## src/rtl/fp_sub_result_packer.sv

```systemverilog
// fp_sub_result_packer
//   Output stage of the combinational FP subtractor. On every accepted input
//   it attaches the result sign to the subtractor's 31-bit magnitude. Exact
//   cancellation and exponent underflow are forced to +0.0. The packed word
//   is buffered in a small FIFO and presented downstream over valid/ready.
//
// Handshake (both sides): a transfer happens on a rising clk edge where
//   valid && ready are both high. in_ready depends only on the FIFO fill
//   level, never on out_ready. A full FIFO refuses a push even in a cycle
//   that also pops. out_data/out_zero hold steady while out_valid && !out_ready.
//
// Ports
//   clk, rst_n          clock (rising edge), asynchronous active-low reset
//   in_valid/in_ready   upstream handshake
//   x0, y0              original operands (IEEE-754 single); only bits 30:0
//                       of y0 are used, because the sign comes from x0
//   r_mag               subtractor magnitude {exp[30:23], frac[22:0]}
//   out_valid/out_ready downstream handshake
//   out_data            packed {sign, exp, frac}; 0 when out_valid is low
//   out_zero            out_data was forced to +0.0
//   zero_cnt, flush_cnt saturating statistics counters
//
// Build option: define FP_PACK_STATS_EN to enable the statistics counters.
// When it is undefined the counters are tied to 0. The datapath and the
// handshake timing are the same in both builds.

module fp_sub_result_packer #(
   parameter int DEPTH = 4,
   parameter int CNT_W = 16
) (
   input  logic             clk,
   input  logic             rst_n,
   input  logic             in_valid,
   output logic             in_ready,
   input  logic [31:0]      x0,
   input  logic [31:0]      y0,
   input  logic [30:0]      r_mag,
   output logic             out_valid,
   input  logic             out_ready,
   output logic [31:0]      out_data,
   output logic             out_zero,
   output logic [CNT_W-1:0] zero_cnt,
   output logic [CNT_W-1:0] flush_cnt
);

   localparam int AW = (DEPTH > 1) ? $clog2(DEPTH) : 1;
   localparam logic [AW:0]   DEPTH_C = (AW+1)'(DEPTH);
   localparam logic [AW-1:0] PTR_ONE = AW'(1);
   localparam logic [AW:0]   CNT_ONE = (AW+1)'(1);

   // Each entry is {zero_flag, packed_word}.
   logic [32:0]   mem [DEPTH];
   logic [AW-1:0] wr_ptr;
   logic [AW-1:0] rd_ptr;
   logic [AW:0]   count;

   logic        push;
   logic        pop;
   logic        cancel;
   logic        flush;
   logic        sign;
   logic [32:0] packed_entry;

   // The y0 sign is not needed: the operands are assumed to share a sign,
   // and mixed-sign operands are resolved upstream.
   logic unused_y_sign;
   assign unused_y_sign = y0[31];

   always_comb begin
      cancel       = (x0[30:0] == y0[30:0]);
      flush        = !cancel && (r_mag[30:23] == 8'h00);
      // Same-sign subtraction flips the sign when |x| < |y|.
      sign         = x0[31] ^ (x0[30:0] < y0[30:0]);
      packed_entry = {1'b0, sign, r_mag};
      if (cancel || flush) begin
         packed_entry = {1'b1, 32'h0000_0000};
      end
   end

   assign in_ready  = (count < DEPTH_C);
   assign out_valid = (count != '0);
   assign push      = in_valid && in_ready;
   assign pop       = out_valid && out_ready;

   // Reading is combinational from the head entry. A pushed word is therefore
   // visible right after the edge that wrote it.
   assign out_data  = out_valid ? mem[rd_ptr][31:0] : 32'h0000_0000;
   assign out_zero  = out_valid ? mem[rd_ptr][32]   : 1'b0;

   // Storage is not reset. It is never observed while count == 0.
   always_ff @(posedge clk) begin
      if (push) begin
         mem[wr_ptr] <= packed_entry;
      end
   end

   always_ff @(posedge clk or negedge rst_n) begin
      if (!rst_n) begin
         wr_ptr <= '0;
         rd_ptr <= '0;
         count  <= '0;
      end else begin
         if (push) begin
            wr_ptr <= wr_ptr + PTR_ONE;
         end
         if (pop) begin
            rd_ptr <= rd_ptr + PTR_ONE;
         end
         case ({push, pop})
            2'b10:   count <= count + CNT_ONE;
            2'b01:   count <= count - CNT_ONE;
            default: count <= count;
         endcase
      end
   end

`ifdef FP_PACK_STATS_EN
   always_ff @(posedge clk or negedge rst_n) begin
      if (!rst_n) begin
         zero_cnt  <= '0;
         flush_cnt <= '0;
      end else begin
         if (push && cancel && (zero_cnt != '1)) begin
            zero_cnt <= zero_cnt + CNT_W'(1);
         end
         if (push && flush && (flush_cnt != '1)) begin
            flush_cnt <= flush_cnt + CNT_W'(1);
         end
      end
   end
`else
   assign zero_cnt  = '0;
   assign flush_cnt = '0;
`endif

endmodule
```

## config.mk

```make
export PLATFORM = sky130hd
export DESIGN_NAME = fp_sub_result_packer
export DESIGN_NICKNAME = d
export VERILOG_FILES = /design/src/rtl/fp_sub_result_packer.sv
export SDC_FILE = /design/constraint.sdc
export NUM_CORES = 1
export LEC_CHECK = 0
export CORE_MARGIN = 4
export CORE_UTILIZATION = 45
export DETAILED_ROUTE_END_ITERATION = 12
export MAX_ROUTING_LAYER = met4
export PLACE_DENSITY = 0.77
export SKIP_LAST_GASP = 1
export SYNTH_ARGS = -nofsm -noshare
export SYNTH_HDL_FRONTEND = slang
export SYNTH_SLANG_ARGS = --single-unit
```

## constraint.sdc

```tcl
create_clock -name clk -period 1.8 [get_ports clk]
set_input_delay 0.27 -clock clk [delete_from_list [all_inputs] [get_ports clk]]
set_output_delay 0.27 -clock clk [all_outputs]
set_load 0.05 [all_outputs]
```

==> results of run 1 <==
-- kinds of logic (layout without fill, tap and decap cells) --
kind of cell	after synthesis	count (layout)	share of synthesized area
xor gates and xnor gates	6	6	0.00783
other	1	32	0.000559
buffers and inverters	88	258	0.0701
AOI/OAI and AO/OA	31	34	0.0324
DFF	139	139	0.616
adders and majority gates	37	37	0.0701
muxes	33	33	0.111
and+or+nand+nor	98	98	0.0919
-- registers in the layout (all words and copies together), names as in the netlist --
name    cells
wr_ptr      2
mem       132
rd_ptr      2
count       3
-- layout make-up --
| cell class | instances | area (um^2) | share of cell area |
|---|---|---|---|
| well taps | 184 | 230 | 0.0227 |
| repair buffers | 184 | 1990 | 0.196 |
| clock buffers | 17 | 425 | 0.0420 |
| inverters | 42 | 179 | 0.0177 |
| multi-input cells | 240 | 3000 | 0.296 |
| clock inverters | 15 | 174 | 0.0172 |
| flip-flops and latches | 139 | 4140 | 0.409 |
-- stage by stage --
step | power (mW) | worst slack [ns] | utilization | std cells
floorplan | 9.05 | -0.155 | - | 464
global placement | 11.1 | -0.962 | 0.593 | 770
detailed placement | 11.2 | -0.998 | 0.593 | 770
CTS | 16.4 | -0.475 | 0.699 | 820
global route | 17.0 | -0.525 | 0.695 | 821
finish | 16.3 | -0.462 | 0.695 | 821
-- placed cells by master, fill, tap and decap left out, drive strengths merged, types with 5 or more instances in the layout --
cell type,count
inv,43
nand3,6
and2,69
clkbuf,39
ha,36
nand4,5
dfrtp,7
edfxtp,132
a21oi,9
o21ai,10
clkdlybuf4s50,37
clkinv,7
conb,32
clkdlybuf4s15,8
nand2,7
buf,88
mux4,33
dlygate4sd2,25
-- cell usage after synthesis, types with 2 or more instances --
cell type,n,area [um^2]
nand3_1,6,30.0
mux4_2,33,743
nand4_1,5,31.3
buf_2,4,20.0
ha_1,36,450
and2_1,60,375
a21oi_2,3,26.3
nor4_1,3,18.8
and2_4,9,78.8
buf_6,2,22.5
edfxtp_1,132,3960
a21oi_1,6,30.0
o21ai_1,3,15.0
nor2_1,2,7.51
nand2_1,7,26.3
xor2_1,2,17.5
buf_4,32,240
xnor2_1,4,35.0
a211oi_1,4,30.0
a221oi_1,2,17.5
dfrtp_1,7,175
clkbuf_1,7,26.3
inv_1,41,154
a21o_1,2,15.0
o21ai_0,7,35.0
-- metal layers --
layer / GRT usage / up-vias / part of all wire
li1: - / 1919 / -
met1: 0.238 / 2083 / 0.39
met2: 0.352 / 191 / 0.52
met3: 0.0561 / 21 / 0.072
met4: 0.0587 / 0 / 0.015
met5: - / - / 0
-- timing repair --
item                                    CTS  global route
endpoints found under the setup margin  166           167
gates resized for setup                 244            61
gates cloned                              6             0
hold buffers                              0             0
buffers inserted                         12             3
pin swaps                                50            40
-- where the power goes --
group          leakage [nW]  switching (mW)  internal (mW)
sequential             1.28           0.190           4.09
clock                 0.285            1.32           2.17
combinational          2.35            4.40           4.14
total                  3.92            5.91           10.4
-- path summary, 6_finish.rpt --
kind / slack (ns) / cells after the start / endpoint / from
worst max-delay path: -0.46 / 6 / out_data[19] / rd_ptr[0]
worst min-delay path: 0.13 / 1 / count[0] / rst_n
worst max register to register: 0.06 / 9 / count[2] / count[2]
worst min register to register: 0.48 / 1 / count[0] / count[0]
max in group asynchronous: 1.40 / 1 / rd_ptr[0] / rst_n
min in group clk: 0.48 / 1 / count[0] / count[0]
==> impl_metrics.ini, run 1 <==
[run_status]
status = complete, but fails checks
violations = setup timing

[cts]
clock_latency_ns = 0.42
htreeDepth = 4
ctsRootBufferMaster = clkbuf_16
cts_made_buffers = 17
clk_pin_slew_worst_paths_ns = 0.06
cts_tree = yes
cts.sinks = 139
clock_path_buffers = 2

[worst_setup_path]
crit_chain = buf_12, buf_12, buf_12, mux4_2, and2_4, buf_8
path_class = flop to primary output
critPathLaunchType = flop
crit_arrival_ns = 1.99
critPathSlowestCell = mux4_2
path_common_cell = buf_12
cp.required_ns = 1.53
cp_max_fo = 6
critical-path-max-stage-delay_ns = 0.50
critPathBufInv = 4
critPathTopFamily = multiplexers
end_kind = primary output

[cells_and_area]
areaGrowthSynthToFinish_pct = 51.0
final_nets = 760
antennaDiodeCount = 0
layout-drive-gt1-share = 0.526
post-route-cell-area_mm2 = 0.0101
fill_cells = 931

[yosys]
yosys_warnings = 0
synth_seq_cells = 139
synth_edf_count = 132
synth_cell_types = 39
async_flop_share = 0.0504
seq_area_frac_synth = 0.616
ys.flop_type = edfxtp_1
synth.avg_cell_area_um2 = 15.5
syn_area_mm2 = 0.00671
postSynthCellCount = 433

[run]
maxCapViolCount = 0

[timing]
tightest_slew_ns = 0.811
fmax_ghz = 0.442
clock_skew_ns = 0.00917
fin_tns_setup_ns = -13.40
hold_ws_ns = 0.127
drv_slew = 0
rsz0062_at_grt = yes
period_share = 1.26
max_slew_margin = 0.455
hold_viol_final = 0
finalCriticalPeriod_ns = 2.26
worst_slack_ns = -0.462
setup_viol = 33

[power]
peakVddDrop_uv = 844
leakage_nw = 3.92
power.density_mw_per_mm2 = 1610

[grt]
grt_pass1_vias = 4666
grt_pass1_wl_um = 24900
grtUsageTotal = 0.206
grt.overflow.total = 0
grt_antenna_before_repair = 0
grt_max_degree = 35

[floorplanning]
pin_count = 166
die_w_um = 130
rows = 44
coreArea_mm2 = 0.0146
initial_core_util = 0.460
fp.dieH_um = 130
die-area_mm2 = 0.0169

[drt]
drc = 0
ant_nets = 0
vias = 4214
routed_wl_um = 16200
drtIter0Drc = 156
wl_per_cell_um = 19.7
dr.pass1.iters = 5
viasPerCell = 5.13

[placement]
gp_congestion = 0.902
placed_area_mm2 = 0.00866
dp_hpwl_um = 10300
port_buffers = 132

[min_path]
min_path_type = input pin to asynchronous set/reset pin
(Power assumes the default switching activity.)
==> inputs of run 2 (changes only) <==
CORE_UTILIZATION = 46   (was 45)
CTS_BUF_LIST = sky130_fd_sc_hd__clkbuf_8   (was default)
PLACE_DENSITY = 0.78   (was 0.77)
==> run 2 against run 1 <==
Compared with the run above:
- the flow still finishes with violations (setup timing)
- clock skew down 0.00068 ns
- wire length down 6.7%
- worst setup slack gained 0.040 ns
- fmax increased by 1.8%
- global-route usage decreased by 0.99 points
- final cell count fell by 0.37%
- hold slack got worse by 0.0011 ns
- clock-buffer cell count stayed put
- total power decreased by 8.1%
- first-iteration DRC count increased by 39%
- via count is 0.90% lower
- critical path type unchanged
- critical endpoint is now out_data[15]
==> impl_metrics.ini, run 2 (synthesis results as in run 1) <==
[run_status]
violations = setup timing
status = complete, but fails checks

[timing]
period_share = 1.23
clock_skew_ns = 0.00849
setup_viol = 33
fmax_ghz = 0.450
max_slew_margin = 0.579
hold_viol_final = 0
finalCriticalPeriod_ns = 2.22
worst_slack_ns = -0.422
fin_tns_setup_ns = -12.47
tightest_slew_ns = 0.626
drv_slew = 0
rsz0062_at_grt = yes

[placement]
dp_hpwl_um = 9900
gp_congestion = 0.833
pre_cts_ws_ns = -0.892
port_buffers = 132

[power]
peakVddDrop_uv = 793
power_frac_clock = 0.154
p_sw_frac = 0.376
p_sw_mw = 5.64
combPwrFrac = 0.564
p_int_mw = 9.36
p_seq_frac = 0.282
leakage_nw = 3.76
power.density_mw_per_mm2 = 1520

[drt]
dr.pass1.iters = 4
wl_met2_um = 7820
routed_wl_um = 15100
wl_met3_um = 994
drtIter0Drc = 217
top_layer = met4
drc = 0
wl_per_cell_um = 18.5
vias = 4176
viasPerCell = 5.11
ant_nets = 0
wl_met1_um = 6150

[worst_setup_path]
critPathLaunchType = flop
rrSetupSlack_ns = 0.07
end_kind = primary output
cp_max_fo = 9
path_class = flop to primary output
cp.required_ns = 1.53
crit_arrival_ns = 1.95

[cts]
cts.sinks = 139
ctsRootBufferMaster = clkbuf_8
postCtsHoldBufs = 0
clock_path_buffers = 2
cts_tree = yes
htreeDepth = 4
clk_pin_slew_worst_paths_ns = 0.08
cts_made_buffers = 17
clock_latency_ns = 0.42

[floorplanning]
rows = 43
initial_core_util = 0.476
die-area_mm2 = 0.0166
die_w_um = 129
coreArea_mm2 = 0.0141
pin_count = 166
fp.dieH_um = 129

[cells_and_area]
top_regs = mem x132, count x3
final_cell_mix = edfxtp_1 (132), and2_4 (48), buf_4 (40), clkdlybuf4s50_1 (39), mux4_2 (33)
areaGrowthSynthToFinish_pct = 46.7
largest_reg_flops = 132
final_common_cell = edfxtp_1
largest-register = mem
antennaDiodeCount = 0
final_nets = 761
layout-drive-gt1-share = 0.522

[grt]
grt_antenna_before_repair = 0
grt_max_degree = 35
grt_pass1_wl_um = 23900
grtUsageTotal = 0.196
grt.overflow.total = 0
grt_pass1_vias = 4602

[run]
maxCapViolCount = 0

[min_path]
min_path_type = input pin to asynchronous set/reset pin
-- run 2: cell types whose count changed in the layout (fill, tap and decap cells not counted), moves of 3 or more --
cell,change
clkbuf_16,-17
clkbuf_8,+17
buf_4,+12
buf_8,-11
and2_4,-9
and2_2,+7
clkdlybuf4s15_1,-5
dlygate4sd2_1,+5
buf_12,+4
buf_6,-3
clkinv_4,-3
dlymetal6s2s_1,-3
-- run 2: routing by layer --
metal  global-route usage  vias to the layer above
met3               0.0527                       16
met2                0.326                      156
met1                0.236                     2077
met5                    -                        -
li1                     -                     1927
met4               0.0556                        0
-- run 2: area by class of cell --
type                    instances  area [um^2]
clock buffers                  17          234
clock inverters                15          133
fillers                       921         4250
inverters                      42          181
multi-input cells             239         2990
flip-flops and latches        139         4140
well taps                     180          225
repair buffers                186         1940
-- run 2: through the flow --
| stage | utilization | std cells | instance area [um^2] | hold slack [ns] | total power [mW] |
|---|---|---|---|---|---|
| final | 0.699 | 818 | 9850 | 0.126 | 15.0 |
| after global routing | 0.699 | 818 | 9850 | 0.116 | 15.7 |
| after CTS | 0.699 | 812 | 9860 | 0.112 | 15.1 |
| after floorplan | - | 464 | 7060 | -0.0256 | 9.05 |
| after global placement | 0.617 | 765 | 8690 | 0.461 | 11.5 |
| after detailed placement | 0.617 | 765 | 8690 | 0.463 | 11.6 |
-- run 2: path summary, 6_finish.rpt --
path | endpoint | cells after the start | startpoint
max in group asynchronous | rd_ptr[1] | 1 | rst_n
min in group clk | count[0] | 1 | count[0]
worst max register to register | count[2] | 9 | count[2]
worst min-delay path | count[2] | 1 | rst_n
worst max-delay path | out_data[15] | 5 | rd_ptr[0]
worst min register to register | count[0] | 1 | count[0]
-- run 2: timing repair --
item | in CTS | in global routing
gates cloned | 4 | 0
buffers inserted | 12 | 7
gates resized for setup | 214 | 60
pin swaps | 32 | 32
endpoints found under the setup margin | 166 | 137
-- run 2: worst max-delay path: stages (launching register included) --
cell,delay [ns]
dfrtp_2,0.40
buf_4,0.13
buf_12,0.14
mux4_2,0.50
and2_2,0.21
buf_6,0.15
-- run 2: power groups by stage --
stage          sequential [mW]  clock, mW  combinational (mW)
2_1_floorplan             4.23          0                4.82
3_3_place_gp              4.28          0                7.23
3_5_place_dp              4.32          0                7.31
4_1_cts                   4.24       2.37                8.49
5_1_grt                   4.27       2.54                8.86
6_report                  4.23       2.31                8.45
==> inputs of run 3 (changes only) <==
ABC_AREA = 1   (was default)
CORE_UTILIZATION = 47   (was 46)
PLACE_DENSITY = 0.79   (was 0.78)
==> run 3 against run 2 <==
Compared with the run above:
- the flow still finishes with violations (setup timing)
- register-to-register slack got worse by 0.03 ns
- sequential power barely moved
- critical path depth rose by 1
- design area rose by 5.7%
- largest power group unchanged
- highest routed layer unchanged
==> impl_metrics.ini, run 3 <==
[yosys]
yosysMostFrequentCell = nor2_1
async_flop_share = 0.0504
synth_edf_count = 132
ys.flop_type = edfxtp_1
ys_top_cells_by_count = nor2_1 (161), edfxtp_1 (132), inv_1 (89), o21ai_0 (60), nand2_1 (51)
yosys.area.top_type_share = 0.564
postSynthCellCount = 698
synth.avg_cell_area_um2 = 10.1
yosysTopAreaCell = edfxtp_1
yosys_warnings = 0
synth_seq_cells = 139
synth_area_leaders = edfxtp_1 (56%), nor2_1 (8.6%), ha_1 (6.4%)
syn_area_mm2 = 0.00702
seq_area_frac_synth = 0.589
synth_cell_types = 29

[cells_and_area]
final_common_cell = nor2_1
largest-register = mem
final_nets = 1017
layout-drive-gt1-share = 0.301
antennaDiodeCount = 0
top_regs = mem x132, count x3
post-route-cell-area_mm2 = 0.0104
areaGrowthSynthToFinish_pct = 48.2
fill_cells = 967
final_cell_count_no_fill = 1078
fin_util = 0.713
final_cell_mix = nor2_1 (135), edfxtp_1 (132), clkdlybuf4s50_1 (73), inv_1 (66), buf_12 (49)
largest_reg_flops = 132

[worst_setup_path]
crit_arrival_ns = 1.82
r2r-start = count[2]
r2r-end = count[2]
end_kind = primary output
worstSetupStartpoint = rd_ptr[0]
path_common_cell = buf_12
critPathSlowestCell = dfrtp_2
critical-path-max-stage-delay_ns = 0.41
rrSetupSlack_ns = 0.04
critPathLaunchType = flop
reg2regPathDepth = 11
crit_end = out_data[24]
cp.required_ns = 1.53
crit_chain = buf_12, inv_6, buf_12, o21ai_0, a21oi_2, buf_12
cp_max_fo = 19
path_class = flop to primary output

[run_status]
status = complete, but fails checks
violations = setup timing

[floorplanning]
pin_count = 166
die_w_um = 130
initial_core_util = 0.481
rows = 44
coreArea_mm2 = 0.0146
die-area_mm2 = 0.0170
fp.dieH_um = 130

[timing]
fin_tns_setup_ns = -7.59
setup_viol = 33
rsz0062_at_grt = yes
worst_slack_ns = -0.285
hold_viol_final = 0
hold_ws_ns = 0.103
period_share = 1.16
fmax_ghz = 0.480
clock_skew_ns = 0.00546
finalCriticalPeriod_ns = 2.09
drv_slew = 0

[cts]
cts.sinks = 139
cts_tree = yes
cts_made_buffers = 17
ctsRootBufferMaster = clkbuf_8
postCtsHoldBufs = 0
htreeDepth = 4
clock_latency_ns = 0.43
clk_pin_slew_worst_paths_ns = 0.07
clock_path_buffers = 2

[drt]
drtIter0Drc = 244
vias = 5313
drc = 0
dr.pass1.iters = 4
ant_nets = 0
routed_wl_um = 16900
wl_per_cell_um = 15.7
viasPerCell = 4.93

[grt]
grt_max_degree = 35
grt.overflow.total = 0
grt_pass1_vias = 5220
grt_pass1_wl_um = 25000
grtUsageTotal = 0.199
grt_antenna_before_repair = 0

[placement]
placed_area_mm2 = 0.00925
pre_cts_ws_ns = -0.598
port_buffers = 132
dp_hpwl_um = 10700
dpl.cell_count = 1024
gp_congestion = 0.840

[power]
peakVddDrop_uv = 886
leakage_nw = 4.18
power_frac_clock = 0.147
p_seq_frac = 0.242
combPwrFrac = 0.611
report.power.total_mw = 17.5
p_sw_mw = 7.20
power.density_mw_per_mm2 = 1680
p_sw_frac = 0.411
p_int_mw = 10.3

[run]
maxCapViolCount = 0

[min_path]
min_path_type = input pin to asynchronous set/reset pin
## run 3: cell types whose count changed after synthesis, moves of 4 or more
cell      previous run  this run
a211oi_1             4         0
a21oi_1              6        46
and2_1              60         0
and2_4               9         0
buf_4               32        37
inv_1               41        89
mux4_2              33         0
nand2_1              7        51
nor2_1               2       161
nor2_2               0        20
o21ai_0              7        60
o21ai_1              3         8
## run 3: power by group through the flow
stage	combinational [mW]	clock (mW)	sequential (mW)
detailed placement	9.63	0	4.31
global route	11.3	2.75	4.28
floorplan	5.47	0	4.24
global placement	9.53	0	4.30
CTS	10.2	2.60	4.25
finish	10.7	2.58	4.24
## run 3: metal layers
metal | vias to the layer above | global-route usage | share of wire
met5 | - | - | 0
met4 | 0 | 0.0776 | 0.021
met3 | 29 | 0.0450 | 0.071
met2 | 203 | 0.349 | 0.53
met1 | 2465 | 0.219 | 0.38
li1 | 2616 | - | -
## run 3: timing repair
action / in CTS / in global routing
gates resized for setup: 89 / 65
endpoints found under the setup margin: 157 / 167
cloned: 5 / 6
buffers inserted: 8 / 5
pin swaps: 16 / 26
## run 3: layout make-up
class,count,area [um^2],area share
clock buffers,17,234,0.0225
clock inverters,15,180,0.0173
inverters,91,353,0.0339
multi-input cells,439,2800,0.269
flip-flops and latches,139,4140,0.398
well taps,184,230,0.0221
repair buffers,193,2470,0.237
## run 3: worst min-delay path by stage
| stage | cells after the start | end |
|---|---|---|
| 5_1_grt | 1 | count[2] |
| 3_5_place_dp | 2 | count[1] |
| 3_3_place_gp | 2 | count[1] |
| 6_report | 1 | count[1] |
| 4_1_cts | 1 | count[1] |
| 2_1_floorplan | 0 | count[0] |
## run 3: logic make-up (layout without fill, tap and decap cells)
kind of cell,count (synthesis),after routing,synth area share
other,1,32,0.000534
AND/OR/NAND/NOR,249,249,0.148
adder cells (fa/ha/maj),37,37,0.0670
buffers and inverters,151,316,0.105
XOR/XNOR,4,4,0.00499
flip-flops,139,139,0.589
AO/OA/AOI/OAI,117,117,0.0846
## run 3: worst max-delay path: cells and delay by family, from the launching register on
| family | cells | cell delay, ns |
|---|---|---|
| AOI/OAI and AO/OA | 2 | 0.38 |
| buffers and inverters | 4 | 0.58 |
| DFF | 1 | 0.41 |
